File: src/rtl/nibble_serial_add_ctrl.sv
// nibble_serial_add_ctrl
//   Wide adder built from one shared 4-bit ripple-carry adder. The adder is used
//   once per clock, least significant nibble first, so a 4*NIBBLES-bit add takes
//   NIBBLES cycles plus one DONE cycle. A registered carry links each nibble to
//   the next.
//   Optional feature macro: ADDER_SUBTRACT_EN. When it is defined, sub=1 at
//   accept computes X - Y. When it is not defined, the sub port is ignored.
module nibble_serial_add_ctrl #(
  parameter int NIBBLES = 4
) (
  input  logic                 clk,
  input  logic                 rst_n,
  input  logic                 start,
  input  logic [4*NIBBLES-1:0] X,
  input  logic [4*NIBBLES-1:0] Y,
  input  logic                 Cin,
  input  logic                 sub,
  output logic                 busy,
  output logic                 done,
  output logic [4*NIBBLES-1:0] S,
  output logic                 Cout,
  output logic                 ovf
);

  localparam int W  = 4 * NIBBLES;
  localparam int IW = (NIBBLES > 1) ? $clog2(NIBBLES) : 1;

  localparam logic [IW-1:0] LAST_IDX = IW'(NIBBLES - 1);

  localparam logic [1:0] ST_IDLE = 2'd0;
  localparam logic [1:0] ST_RUN  = 2'd1;
  localparam logic [1:0] ST_DONE = 2'd2;

  logic [1:0]    state;
  logic [IW-1:0] idx;
  logic          carry;
  logic [W-1:0]  opx;
  logic [W-1:0]  opy;

  // Operand B and the carry-in as they will be latched at accept.
  logic [W-1:0]  y_in;
  logic          cin_in;

  // One nibble slice and the shared adder result.
  logic [3:0]    x_nib;
  logic [3:0]    y_nib;
  logic [3:0]    nib_sum;
  logic          nib_cout;

  // Select the latched B operand and carry-in, inverted for subtraction when enabled.
`ifdef ADDER_SUBTRACT_EN
  always_comb begin
    y_in   = sub ? ~Y : Y;
    cin_in = sub ? 1'b1 : Cin;
  end
`else
  // sub is kept on the port list for pin compatibility but carries no logic.
  logic sub_unused;
  assign sub_unused = sub;

  always_comb begin
    y_in   = Y;
    cin_in = Cin;
  end
`endif

  // Pick the nibble addressed by idx from each latched operand.
  always_comb begin
    x_nib = opx[{idx, 2'b00} +: 4];
    y_nib = opy[{idx, 2'b00} +: 4];
  end

  // Shared 4-bit ripple-carry adder.
  always_comb begin
    logic c;
    // NOTE: every variable gets a value before any conditional or loop use, so no latch is inferred.
    c        = carry;
    nib_sum  = '0;
    for (int b = 0; b < 4; b++) begin
      nib_sum[b] = x_nib[b] ^ y_nib[b] ^ c;
      c          = (x_nib[b] & y_nib[b]) | (c & (x_nib[b] ^ y_nib[b]));
    end
    nib_cout = c;
  end

  // Sequencer: accept, walk the nibbles LSB first, then report for one cycle.
  always_ff @(posedge clk or negedge rst_n) begin
    if (!rst_n) begin
      state <= ST_IDLE;
      idx   <= '0;
      carry <= 1'b0;
      // NOTE: operand registers are reset as well, so an aborted add leaves nothing behind.
      opx   <= '0;
      opy   <= '0;
      S     <= '0;
      Cout  <= 1'b0;
      ovf   <= 1'b0;
    end else begin
      // NOTE: non-blocking assignments keep every register update tied to this edge's old values.
      case (state)
        ST_IDLE, ST_DONE: begin
          if (start) begin
            opx   <= X;
            opy   <= y_in;
            carry <= cin_in;
            idx   <= '0;
            S     <= '0;
            Cout  <= 1'b0;
            ovf   <= 1'b0;
            state <= ST_RUN;
          end else begin
            state <= ST_IDLE;
          end
        end
        ST_RUN: begin
          S[{idx, 2'b00} +: 4] <= nib_sum;
          carry                <= nib_cout;
          if (idx == LAST_IDX) begin
            // nib_sum[3] is the final S[W-1] being written on this edge.
            Cout  <= nib_cout;
            ovf   <= (opx[W-1] == opy[W-1]) && (nib_sum[3] != opx[W-1]);
            state <= ST_DONE;
          end else begin
            idx <= idx + IW'(1);
          end
        end
        default: state <= ST_IDLE;
      endcase
    end
  end

  // Status decode straight from the state register.
  always_comb begin
    busy = (state == ST_RUN);
    done = (state == ST_DONE);
  end

endmodule

File: config.mk
export PLATFORM = sky130hd
export DESIGN_NAME = nibble_serial_add_ctrl
export DESIGN_NICKNAME = d
export VERILOG_FILES = /design/src/rtl/nibble_serial_add_ctrl.sv
export SDC_FILE = /design/constraint.sdc
export NUM_CORES = 1
export LEC_CHECK = 0
export CORE_UTILIZATION = 54
export DETAILED_ROUTE_END_ITERATION = 8
export PLACE_DENSITY = 0.82
export SLEW_MARGIN = 20
export SYNTH_ARGS = -nofsm -noshare
export SYNTH_HDL_FRONTEND = slang
export SYNTH_SLANG_ARGS = --single-unit
File: constraint.sdc
create_clock -name clk -period 5.7 [get_ports clk]
set_input_delay 0.855 -clock clk [delete_from_list [all_inputs] [get_ports clk]]
set_output_delay 0.855 -clock clk [all_outputs]
set_load 0.01 [all_outputs]
Word-level counts from Yosys, hierarchy flattened

Index checks and enable logic that the tools add are counted.
W data, S select, Z words.

Add/subtract/negate cells: 2
Multipliers: 0
Divide/modulo/power cells: 0
Order comparisons: 0
Eq/ne operators: 8
Shifts and indexed selects: 4
Multiplexer cells: 16
Bitwise operators: 20
Reduce and logical (&&, ||, !) cells: 8

Operators by type and width:

| kind                     | count |
|---|---|
| $pmux W16 S2             | 1 |
| $shiftx A16 B5 Y4        | 2 |
| $bwmux W16               | 1 |
| $mux W16                 | 1 |
| $shift A4 B6 Y16 const A | 1 |
| $shiftx A4 B6 Y16        | 1 |
| $and A1 B1 Y1            | 8 |
| $pmux W2 S2              | 2 |
| $xor A1 B1 Y1            | 8 |
| $mux W2                  | 3 |
| $neg A4 Y6               | 1 |
| $pmux W1 S2              | 3 |
| $reduce_and A3 Y1        | 2 |
| $mux W1                  | 5 |
| $eq A2 B2 Y1 const B     | 2 |
| $ne A2 B2 Y1 const B     | 2 |
| $or A1 B1 Y1             | 4 |
| $reduce_and A2 Y1        | 2 |
| $add A2 B1 Y2 const B    | 1 |
| $eq A2 B1 Y1 const B     | 1 |
| $logic_not A2 Y1         | 1 |
| $ne A2 B1 Y1 const B     | 1 |
| $reduce_bool A2 Y1       | 1 |
| $reduce_or A2 Y1         | 1 |
| 3 further kinds          | 3 |

Flip-flop bits (word level): 55
Bits in latches: 0
Bits in writable memories: 0
Bits in read-only memories: 0
Input port bits: 37
Output and inout bits: 20
Word-level logic and storage cells: 66
Memories kept: 0

Depth between registers and ports, before layout

Depth in word-level cells: 13
Mapped depth: 13

Worst setup path before layout

Ideal clock, no wire load.

Path kind: reg-to-reg
Start point: register idx[0]
End point: register ovf
Arrival time: 2.801 ns
Data required time: 5.573 ns
Path slack: 2.771 ns
Cell stages (with the launch flop): 12
Path buffers: 2
Period minus slack after synthesis: 2.929 ns
Cell sequence: dfrtp_1 > buf_2 > buf_4 > mux4_2 > fa_1 > inv_1 > fa_1 > inv_1 > fa_1 > and3b_1 > a21oi_1 > o21ai_0

Longest elaborated chain between the ends: 13
Elaborated cells between the ends (all ways): 23
Classes of those cells: 3 x eq/ne; 2 x shift; 2 x mux; 14 x bitwise; 2 x reduce/logical

Ends and longest elaborated chain:

| element                                     | line   | text |
|---|---|---|
| start: declaration                          | 35     | `logic [IW-1:0] idx;` |
| start signal: assignment                    | 124    | `idx <= idx + IW'(1);` |
| $shiftx A16 B5 Y4, on equally long branches | 69, 70 |  |
| $xor A1 B1 Y1                               | 81     | `c = (x_nib[b] & y_nib[b]) \| (c & (x_nib[b] ^ y_nib[b]));` |
| $and A1 B1 Y1                               | 81     |  |
| $or A1 B1 Y1                                | 81     |  |
| $and A1 B1 Y1                               | 81     |  |
| $or A1 B1 Y1                                | 81     |  |
| $and A1 B1 Y1                               | 81     |  |
| $or A1 B1 Y1                                | 81     |  |
| $xor A1 B1 Y1                               | 80     | `nib_sum[b] = x_nib[b] ^ y_nib[b] ^ c;` |
| $ne A1 B1 Y1                                | 121    | `ovf <= (opx[W-1] == opy[W-1]) && (nib_sum[3] != opx[W-1]);` |
| $logic_and A1 B1 Y1                         | 121    |  |
| $mux W1                                     | 118    | `if (idx == LAST_IDX) begin` |
| $pmux W1 S2                                 | 100    | `case (state)` |
| end signal: assignment                      | 121    |  |
| end: declaration                            | 22     | `output logic ovf` |

Parallel ways exist; a longest one is shown, timed or not. The select of a mux whose other input is x is not followed.
A chain may end at the register's enable or synchronous reset.

Worst setup path in the final report

Ends and elaborated chain as after synthesis.

==> flow_summary.toml <==
[grt]
grt-ovfl-total = 0
grt_max_degree = 56
grt_first_pass_wirelength_um = 8690
antenna_found_initial = 0
grt_pass1_vias = 1938
grt.total_usage = 0.231

[hold_path]
holdCritPathClass = "reg -> reg"

[clock_tree]
clkTransAtPathRegs_ns = 0.09
htreeDepth = 2
post_cts_buffers = 0
cts_tree = "built"
postCtsHoldBufs = 0
cts_root_buf = "clkbuf_8"
clk_latency_ns = 0.31
cts_resized = 0
numCtsBuffers = 5
cts.sinks = 55
clockBufferDepth = 2

[routing]
vias = 1848
drtIter0Drc = 93
drt-wirelength-per-cell_um = 14.4
dr.pass1.iters = 4
wirelength_um = 5000
viasPerCell = 5.31
drc = 0
ant_nets = 0

[die]
dieArea_um2 = 4920
die_h_um = 70.1
ios = 57
fp.dieW_um = 70.1
initial_core_util = 0.567
rows = 24
core_area_um2 = 4410

[logic_synthesis]
yosysSeqAreaShare = 0.549
synth_cell_types = 30
synth.avg_cell_area_um2 = 10.4
ys_seq_elements = 55
synth_cells = 242
synth_top_area_cell = "dfrtp_1"
netlist_area_um2 = 2500
yosysWarnings = 0
synth_area_leaders = "dfrtp_1, nand2_1, mux4_2"
synthDominantCellAreaShare = 0.549
synth_nets = 287

[worst_setup_path]
rrSetupSlack_ns = 2.09
cp.arrival_ns = 3.79
cp-end-kind = "flip-flop"
required_ns = 5.88
start_kind = "flip-flop"
path_max_fanout = 16
criticalPathCategory = "reg -> reg"

[cells_and_area]
fill_cells = 346
drive_gt1_frac = 0.0777
synthToLayoutAreaGrowth_pct = 27.1
fin_cells = 348
diodes = 0
nets = 340

[placement]
placedCellCount = 340
place_congestion = 0.758
post-dp-hpwl_um = 3430
io_buffers = 55

[sta]
drv_slew = 0
rsz0062_at_grt = "false"
fin_crit_ns = 3.61
fin_crit_sh = 0.633
finalClockSkew_ns = 0.00461
relSlewSlack = 0.490
fmax_mhz = 277
hold_violations = 0
timing.hold.ws_ns = 0.482
setup_viol = 0
worst_pin_slew_ns = 0.766
setup_tns_ns = 0

[power]
max-vdd-ir-drop_v = 0.000339
p_leak_uw = 0.00155
power_density_nw_per_um2 = 579
finalPower_uw = 1840

[status]
status = "complete, no violations"

[flow_run]
cap_violations = 0
[worst paths after layout]
check,depth (start not counted),from,to
worst min register to register,2,opy[9],opy[9]
max in group asynchronous,2,rst_n,opy[7]
min in group asynchronous,2,rst_n,opx[3]
worst max-delay path,12,idx[0],ovf
worst max register to register,12,idx[0],ovf
worst min-delay path,2,opy[9],opy[9]
[sequential cells by signal (all words and copies together) (netlist names)]
register  cells
S            16
opy          16
Cout          1
ovf           1
state         2
carry         1
idx           2
opx          16
[metal layers]
| metal | wire length (µm) | up-vias | GRT usage |
|---|---|---|---|
| met3 | 225 | 15 | 0.0534 |
| met4 | 144 | 0 | 0.102 |
| met2 | 2460 | 57 | 0.394 |
| li1 | - | 902 | - |
| met1 | 2170 | 874 | 0.280 |
| met5 | 0 | - | 0 |
[worst max-delay path, stage by stage, from the launching register on]
cell	delay [ns]
dfrtp_1	0.85
mux4_2	0.59
inv_1	0.09
fa_1	0.17
inv_1	0.05
fa_1	0.35
inv_1	0.08
fa_1	0.17
inv_1	0.06
fa_1	0.64
and3b_1	0.21
a21oi_1	0.12
o21ai_0	0.10
[cell usage after synthesis]
library cell,n
o31ai_1,2
mux4_2,8
nand2_1,99
nor3b_1,1
o21ai_0,1
buf_4,1
clkbuf_1,5
nor2_1,3
buf_2,5
a22o_1,8
or4_1,1
and4bb_1,1
and3_1,3
a22oi_1,1
nand2b_1,2
and3b_1,1
nor2b_1,2
inv_2,1
a21oi_2,1
inv_1,13
mux2i_1,1
a21oi_1,4
o2bb2ai_1,8
mux2_2,1
nand3_1,4
ha_1,4
fa_1,4
nand3b_1,1
dfrtp_1,55
nor4_1,1
[per-stage QoR]
| stage | utilization | cell area (µm²) | setup slack (ns) |
|---|---|---|---|
| after floorplan | - | 2500 | 2.77 |
| after global placement | 0.698 | 3080 | 2.22 |
| after detailed placement | 0.699 | 3080 | 2.09 |
| after CTS | 0.721 | 3180 | 2.06 |
| after global routing | 0.721 | 3180 | 1.89 |
| final | 0.721 | 3180 | 2.09 |
[kinds of logic after synthesis]
| family | count (synthesis) | synth area share |
|---|---|---|
| mux | 10 | 0.0804 |
| simple gates | 119 | 0.198 |
| fa+ha+maj | 8 | 0.0520 |
| buf+inv | 25 | 0.0415 |
| flops | 55 | 0.549 |
| compound gates | 25 | 0.0784 |
[layout by cell type, fill, tap and decap left out, types with 7 or more instances in the layout]
cell type,Yosys,layout
dfrtp_1,55,55
clkbuf_8,0,7
mux4_2,8,8
o2bb2ai_1,8,8
nand2_1,99,99
inv_1,13,13
clkdlybuf4s50_1,0,54
a22o_1,8,8
[area by class of cell]
| type | count | area (µm²) | area share |
|---|---|---|---|
| Multi-Input combinational cell | 162 | 1030 | 0.323 |
| Clock buffer | 8 | 100 | 0.0314 |
| Timing Repair Buffer | 57 | 561 | 0.176 |
| Sequential cell | 55 | 1380 | 0.432 |
| Inverter | 14 | 52.6 | 0.0165 |
| Tap cell | 52 | 65.1 | 0.0204 |
[power by group]
group	internal (µW)	total [µW]	leakage, µW	switching, µW
sequential	558	692	0.000707	135
combinational	433	921	0.000788	488
clock	111	230	0.0000515	119
total	1100	1840	0.00155	742
Power figures use the tool's default switching activity.
